==> src/rtl/hazard_forward_unit.sv <==
`default_nettype none
// +--------------------------------------------------------------------------+
// | Module      : hazard_forward_unit                                        |
// | Description : Pipeline hazard detection and operand-forwarding control.  |
// |               Drives EX and ID forwarding mux selects, load-use and      |
// |               branch-compare interlocks, a saturating stall counter and  |
// |               a sticky error when a stall lasts too long.                |
// | Revision    : 1.0  initial release                                       |
// +--------------------------------------------------------------------------+
module hazard_forward_unit #(
  parameter int AW        = 5,
  parameter int NSRC      = 2,
  parameter int CW        = 16,
  parameter int MAX_STALL = 4
) (
  input  logic                 clk,
  input  logic                 reset_n,
  input  logic                 fwd_en,
  // Instruction in ID
  input  logic [NSRC*AW-1:0]   id_src,
  input  logic [NSRC-1:0]      id_use,
  input  logic                 id_branch,
  // Instruction in EX
  input  logic [NSRC*AW-1:0]   ex_src,
  input  logic                 ex_regwrite,
  input  logic                 ex_memread,
  input  logic [AW-1:0]        ex_wreg,
  // Instruction in MEM
  input  logic                 mem_regwrite,
  input  logic                 mem_memread,
  input  logic [AW-1:0]        mem_wreg,
  // Instruction in WB
  input  logic                 wb_regwrite,
  input  logic [AW-1:0]        wb_wreg,
  input  logic                 err_clr,
  output logic [2*NSRC-1:0]    ex_fwd_sel,
  output logic [2*NSRC-1:0]    id_fwd_sel,
  output logic                 stall,
  output logic                 flush,
  output logic [CW-1:0]        stall_cnt,
  output logic                 err
);

  // Width of the consecutive-stall run counter; it only needs to reach MAX_STALL.
  localparam int              RLW    = (MAX_STALL < 1) ? 1 : $clog2(MAX_STALL + 1);
  localparam logic [RLW-1:0]  RL_MAX = RLW'(MAX_STALL);

  // Mux select encodings shared by the EX and ID operand muxes.
  localparam logic [1:0] SEL_RF  = 2'b00;
  localparam logic [1:0] SEL_MEM = 2'b10;
  localparam logic [1:0] SEL_WB  = 2'b01;

  typedef enum logic [1:0] {
    ST_RUN   = 2'd0,
    ST_STALL = 2'd1,
    ST_ERROR = 2'd2
  } state_t;

  state_t          state_q, state_d;
  logic [RLW-1:0]  run_len_q, run_len_d;
  logic [CW-1:0]   stall_cnt_q, stall_cnt_d;

  logic [2*NSRC-1:0] ex_sel_w;
  logic [2*NSRC-1:0] id_sel_w;
  logic [NSRC-1:0]   src_haz_w;
  logic              hazard_w;

  // A producer feeds a source only if it writes a non-zero register equal to it.
  function automatic logic f_match(input logic          we,
                                   input logic [AW-1:0] wreg,
                                   input logic [AW-1:0] src);
    return we && (wreg != '0) && (wreg == src);
  endfunction

  genvar gi;
  generate
    for (gi = 0; gi < NSRC; gi++) begin : g_src
      logic [AW-1:0] id_s;
      logic [AW-1:0] ex_s;
      logic          ex_id_m;
      logic          mem_id_m;
      logic          wb_id_m;
      logic          mem_ex_m;
      logic          wb_ex_m;
      logic          haz_fwd;
      logic          haz_lock;

      assign id_s     = id_src[gi*AW +: AW];
      assign ex_s     = ex_src[gi*AW +: AW];

      assign ex_id_m  = f_match(ex_regwrite,  ex_wreg,  id_s);
      assign mem_id_m = f_match(mem_regwrite, mem_wreg, id_s);
      assign wb_id_m  = f_match(wb_regwrite,  wb_wreg,  id_s);
      assign mem_ex_m = f_match(mem_regwrite, mem_wreg, ex_s);
      assign wb_ex_m  = f_match(wb_regwrite,  wb_wreg,  ex_s);

      // ALU operand: youngest producer (EX/MEM) wins over MEM/WB.
      assign ex_sel_w[2*gi +: 2] = !fwd_en  ? SEL_RF  :
                                   mem_ex_m ? SEL_MEM :
                                   wb_ex_m  ? SEL_WB  : SEL_RF;

      // Branch comparator in ID: a load in MEM has no data yet, so it cannot forward.
      assign id_sel_w[2*gi +: 2] = (!fwd_en || !id_branch || !id_use[gi]) ? SEL_RF  :
                                   (mem_id_m && !mem_memread)              ? SEL_MEM :
                                   wb_id_m                                 ? SEL_WB  : SEL_RF;

      // Forwarding mode: only load-use and branch-in-ID dependencies must wait.
      assign haz_fwd  = (ex_id_m && ex_memread) ||
                        (ex_id_m && id_branch) ||
                        (mem_id_m && id_branch && mem_memread);

      // Interlock-only mode: any in-flight writer of the source must retire first,
      // including WB since the register file is not assumed write-before-read.
      assign haz_lock = ex_id_m || mem_id_m || wb_id_m;

      assign src_haz_w[gi] = id_use[gi] && (fwd_en ? haz_fwd : haz_lock);
    end
  endgenerate

  assign hazard_w = |src_haz_w;

  // Combinational outputs are forced quiet while reset is asserted.
  assign stall      = reset_n && hazard_w;
  assign flush      = stall;
  assign ex_fwd_sel = reset_n ? ex_sel_w : '0;
  assign id_fwd_sel = reset_n ? id_sel_w : '0;
  assign stall_cnt  = stall_cnt_q;
  assign err        = (state_q == ST_ERROR);

  // Next-state logic for the stall supervisor and its run/total counters.
  always_comb begin
    state_d     = state_q;
    run_len_d   = run_len_q;
    stall_cnt_d = stall_cnt_q;

    case (state_q)
      ST_RUN: begin
        if (stall) begin
          state_d = ST_STALL;
        end
      end
      ST_STALL: begin
        if (!stall) begin
          state_d = ST_RUN;
        end else if (run_len_q == RL_MAX) begin
          state_d = ST_ERROR;
        end
      end
      ST_ERROR: begin
        if (err_clr) begin
          state_d = ST_RUN;
        end
      end
      default: begin
        state_d = ST_RUN;
      end
    endcase

    // Run length restarts on a clear, even if the stall continues.
    if ((state_q == ST_ERROR) && err_clr) begin
      run_len_d = '0;
    end else if (!stall) begin
      run_len_d = '0;
    end else if (run_len_q != RL_MAX) begin
      run_len_d = run_len_q + RLW'(1);
    end

    // Total stall cycles, pinned at all-ones once full.
    if (stall && (stall_cnt_q != '1)) begin
      stall_cnt_d = stall_cnt_q + CW'(1);
    end
  end

  // State and counter registers with synchronous active-low reset.
  always_ff @(posedge clk) begin
    if (!reset_n) begin
      state_q     <= ST_RUN;
      run_len_q   <= '0;
      stall_cnt_q <= '0;
    end else begin
      state_q     <= state_d;
      run_len_q   <= run_len_d;
      stall_cnt_q <= stall_cnt_d;
    end
  end

endmodule
`default_nettype wire

==> config.mk <==
export PLATFORM = sky130hd
export DESIGN_NAME = hazard_forward_unit
export DESIGN_NICKNAME = d
export VERILOG_FILES = /design/src/rtl/hazard_forward_unit.sv
export SDC_FILE = /design/constraint.sdc
export NUM_CORES = 1
export LEC_CHECK = 0
export ABC_AREA = 0
export CAP_MARGIN = 25
export CORE_AREA = 2 2 69 71
export CTS_CLUSTER_DIAMETER = 120
export DETAILED_ROUTE_END_ITERATION = 8
export DIE_AREA = 0 0 71 73
export PLACE_DENSITY = 0.78
export SLEW_MARGIN = 20
export SYNTH_ARGS = -nofsm -noshare
export SYNTH_HDL_FRONTEND = slang
export SYNTH_SLANG_ARGS = --single-unit
==> constraint.sdc <==
create_clock -name clk -period 3 [get_ports clk]
set_clock_uncertainty 0.1 [all_clocks]
set_input_delay 0.6 -clock clk [delete_from_list [all_inputs] [get_ports clk]]
set_output_delay 0.6 -clock clk [all_outputs]
set_load 0.005 [all_outputs]
Word level (Yosys, flattened, before mapping):

Index checks and enable logic that the tools add are counted.

* reductions and logical operators: 51
* $mul: 0
* multiplexer cells: 21
* bitwise gates (word level): 2
* equal/unequal tests: 18
* $lt $le $gt $ge: 0
* shift-type cells: 0
* divide/modulo/power cells: 0
* add/subtract/negate cells: 2

Operators by type and width (count)
* 5-bit equality test: 10
* 1-bit logical AND: 28
* 2-bit 2-to-1 mux: 12
* 16-bit by 1-bit adder with 16-bit output, second input constant: 1
* 16-bit != test, second input constant: 1
* 5-bit nonzero test: 3
* 1-bit logical OR: 11
* 4-bit 2-to-1 mux: 2
* 1-bit 2-to-1 mux: 6
* 3-bit != test, second input constant: 2
* 2-bit case mux with 3 select lines: 1
* 1-bit logical NOT: 5
* 2-bit != test, second input constant: 2
* 3-bit by 1-bit adder with 3-bit output, second input constant: 1
* 3-bit equality test, second input constant: 1
* 3-bit AND reduction: 1
* 3-bit OR reduction: 1
* 2-bit by 1-bit equality test with 1-bit output, second input constant: 1
* 2-bit equality test, second input constant: 1
* 2-bit logical NOT: 1
* 1-bit NOT: 2
* 2-bit OR reduction: 1

* memory bits (writable): 0
* word-level logic and storage cells: 97
* ROM bits: 0
* input port bits: 47
* bits in registers: 21
* memories: 0
* latch bits: 0

Depth between registers and ports, before layout:

* word-level depth: 12
* mapped depth: 9

Worst setup path after synthesis:

Ideal clock, no wire load.

* path kind: input to output
* start point: in mem_wreg[1]
* end point: out stall
* stages on the path: 7
* slack: 0.278 ns
* required time: 2.300 ns
* data arrival time: 2.022 ns
* cells stage by stage: buf_2 > or4_1 > o21ai_2 > a2111o_1 > and3_4 > inv_2 > buf_4

* cells in the longest elaborated chain, start to end: 10

RTL lines
* start, declared: line 31 `input logic [AW-1:0] mem_wreg,`
* 5-bit nonzero test: line 72 `return we && (wreg != '0) && (wreg == src);`
* 1-bit logical AND (2 in a row): line 72
* 1-bit logical AND (2 in a row): line 110 `(mem_id_m && id_branch && mem_memread);`
* 1-bit logical OR: line 109 `(ex_id_m && id_branch) ||`
* 1-bit 2-to-1 mux: line 116 `assign src_haz_w[gi] = id_use[gi] && (fwd_en ? haz_fwd : haz_lock);`
* 1-bit logical AND: line 116
* 2-bit OR reduction *: line 120 `assign hazard_w = |src_haz_w;`
* 1-bit logical AND *: line 123 `assign stall = reset_n && hazard_w;`
* end, declared: line 38 `output logic stall,`

Mark *: on every way between the ends. The rest lies on a longest branch, timed or not.

Final worst setup path:

* start point: in mem_wreg[1]
* end point: out flush

* cells in the longest elaborated chain, start to end: 10

RTL lines
* 5-bit nonzero test: line 72
* 1-bit logical AND (2 in a row): line 72
* 1-bit logical AND (2 in a row): line 110
* 1-bit logical OR: line 109
* 1-bit 2-to-1 mux: line 116
* 1-bit logical AND: line 116
* 2-bit OR reduction *: line 120
* 1-bit logical AND *: line 123
* end, declared: line 39 `output logic flush,`

Marks and branches as above.

==> impl_results.md <==
* First-pass GRT wire length at 9.00 mm
* Post-synthesis mux area share at 2.69%
* Synth top area cells: dfxtp_1, xnor2_1, xor2_1
* Main synth FF type: dfxtp_1
* GR peak layer: met2
* Worst-Margin Slew at 0.499 ns
* Register area share after synthesis at 22.6%
* CORE AREA at 4540 sq um
* Slew Viols, Final at 0
* Post-Syn Area at 1860 sq um
* Int Power at 508 uW
* Critical hold path startpoint: state_q[1]
* Cts hold-fix bufs at 0
* Grt met3 use at 2.21%
* Final period util at 95.5%
* Power per standard cell area at 230 nW/um^2
* Yosys warns at 0
* Ports at 74
* Final Net Count at 401
* Root buf cell: clkbuf_8
* Layout area overhead at 63.3%
* Peak VDD IR at 0.127 mV
* Netlist cell types at 48
* Routability cong. at 0.932
* Max_cap viols at 0
* Sequential share of power at 40.1%
* Syn Inst Count at 237
* DR WL/cell at 13.5 um
* Worst EP required at 2.30 ns
* Asr flop ratio synth at 0%
* Yosys top cell area share at 22.6%
* Number of global-route vias before repair at 2050
* Initial Util at 41.0%
* Synthesis-stage register bit count at 21
* Xor-xnor portion of the synthesized cell area at 24.0%
* Simple-gate share of the synthesized area at 31.3%
* Final HPWL DP at 4.23 mm
* Reg2reg start: stall_cnt[6]
* Comb power frac at 33.8%
* CTS max path bufs at 2
* Synth Area in Compound Gates at 11.6%
* Final Setup Violations at 0
* Die height at 73 um
* Remaining DRCs at 0
* Post-synth top area cell: dfxtp_1
* Drt via density at 5.30
* Aggregate negative setup slack at 0 ns
* Net Count, Synth at 287
* Reg2Reg Setup Slack at 0.72 ns
* Post-DRT Antenna Nets at 0
* Largest net degree at the start of global routing at 22
* Die ar. at 5180 sq um
* Clock Sink Count at 21
* Status: complete, no violations
* Overflow after GRT at 0
* Lkg Pwr at 0.00125 uW
* RSZ-0062 raised after global routing: false
* Post-layout util at 67.0%
* Slew HR at 66.6%
* Initial antenna violation count at 0
* PortBufs at 73
* Layout cell share with drive strength beyond 1 at 22.3%
* 1st-iter DRT viols at 87
* CTS H-tree lvls at 1
* CP startpoint: mem_wreg[1]
* CTS tree: yes
* Hold Path Class: reg2reg
* Drt pass-1 iters at 4
* CTS buffer count at 3
* Die width at 71 um
* Switching power total at 190 uW
* Number of fill cells at 382
* WS Path Type: in2out
* Avg Inst Size Synth at 7.85 sq um
* Fmax at 349 MHz
* Largest family of logic cells by synthesized area: simple AND/OR/NAND/NOR gates
* Critical Path Sink Type: output pin
* Arr. time, crit path at 2.17 ns
* Final hold viol count at 0
* M1 GR Usage at 26.2%
* Row count at 25
* Clock-pin slew on the worst setup and hold paths at 0.07 ns
* Min Clock Period, post-route at 2.87 ns
* Final wirelength at 5.46 mm
* Post-DP Area at 2920 sq um
* Crit Path Max Fanout at 5
* Startpoint types: input pin
* Global-route met2 utilization at 39.1%
* Total number of vias at 2142
* Switching share of total power at 27.2%
* Clock Power Share at 26.1%
* Tot GR Track Use at 21.3%
* EDFF count, synth at 0
* Fin area at 3040 sq um
* Post-synthesis adder-cell area fraction at 2.02%
* N_diodes at 0
* Clk_lat worst skew at 0.26 ns
==> repair_timing <==
action,in CTS,in global routing
pin swaps,14,8
endpoints found under the hold margin,0,0
resized for setup,56,6
gates cloned,1,0
setup buffers,6,0
setup endpoints to repair,11,5
==> state kept, by name (all words and copies together) (netlist names) <==
register and count:
stall_cnt 16, run_len_q 3, state_q 2
==> cell type report <==
class	instances	area (sq um)	share of cell area [%]
Sequential cell	21	420	13.8
Tap cell	54	67.6	2.22
Clock buffer	4	45.0	1.48
Timing Repair Buffer	125	1090	35.7
Inverter	5	18.8	0.618
Multi-Input combinational cell	195	1400	46.1
==> routing by layer <==
layer,vias to the layer above,share of wire (%)
met1,981,40
met4,0,2.4
met5,-,0
met3,15,6.4
li1,1057,-
met2,89,51
==> final timing paths <==
kind	to	cells after the start
max	flush	9
min	state_q[0]	1
max reg2reg	stall_cnt[12]	7
min reg2reg	state_q[0]	1
==> kinds of logic after synthesis <==
group           count (synthesis)
simple gates                  105
xor+xnor                       51
compound gates                 31
buf+inv                        21
flops                          21
mux                             5
fa+ha+maj                       3
==> Yosys cell counts, drive strengths merged (2+ instances only) <==
library cell / n
nor2: 11
nand4: 6
a21boi: 7
nor4: 8
dfxtp: 21
or3: 6
and3: 11
xnor2: 27
buf: 8
nand3: 14
a21oi: 4
nor4b: 3
clkbuf: 8
mux2i: 5
xor2: 24
ha: 3
nor3: 5
o21ai: 9
nand2b: 6
inv: 5
nand2: 24
or4: 3
o311a: 2
==> critical path, cell delays in order <==
cell and delay (ns):
clkdlybuf4s15_2 0.20, or4_4 0.52, o21ai_4 0.18, buf_6 0.12, buf_6 0.10, a2111o_1 0.11, and3_4 0.19, inv_2 0.04
clkbuf_2 0.10
==> power by group through the flow <==
stage	logic [uW]	registers [uW]	clock network (uW)
6_report	236	280	182
2_1_floorplan	96.8	287	0
3_3_place_gp	224	287	0
3_5_place_dp	229	287	0
5_1_grt	254	280	197
4_1_cts	233	280	184
==> layout by cell type, fill, tap and decap left out, drive strengths merged, types with 6 or more instances in the layout <==
cell	netlist	final
nand4	6	6
dlygate4sd2	0	24
nand2b	6	6
nor4	8	8
or3	6	6
buf	8	53
a21boi	7	7
dfxtp	21	21
o21ai	9	9
and3	11	11
nand3	14	14
nor2	11	11
xor2	24	24
xnor2	27	27
clkdlybuf4s50	0	42
clkbuf	8	8
nand2	24	24
==> metrics by stage <==
step	hold slack [ns]	total power, uW	setup slack (ns)	instances
finish	0.368	698	0.134	404
global route	0.379	731	0.0203	404
CTS	0.366	697	0.0310	405
detailed placement	0.347	516	-0.534	394
global placement	0.323	511	-0.525	394
floorplan	0.315	383	0.278	237
(Power assumes the default switching activity.)
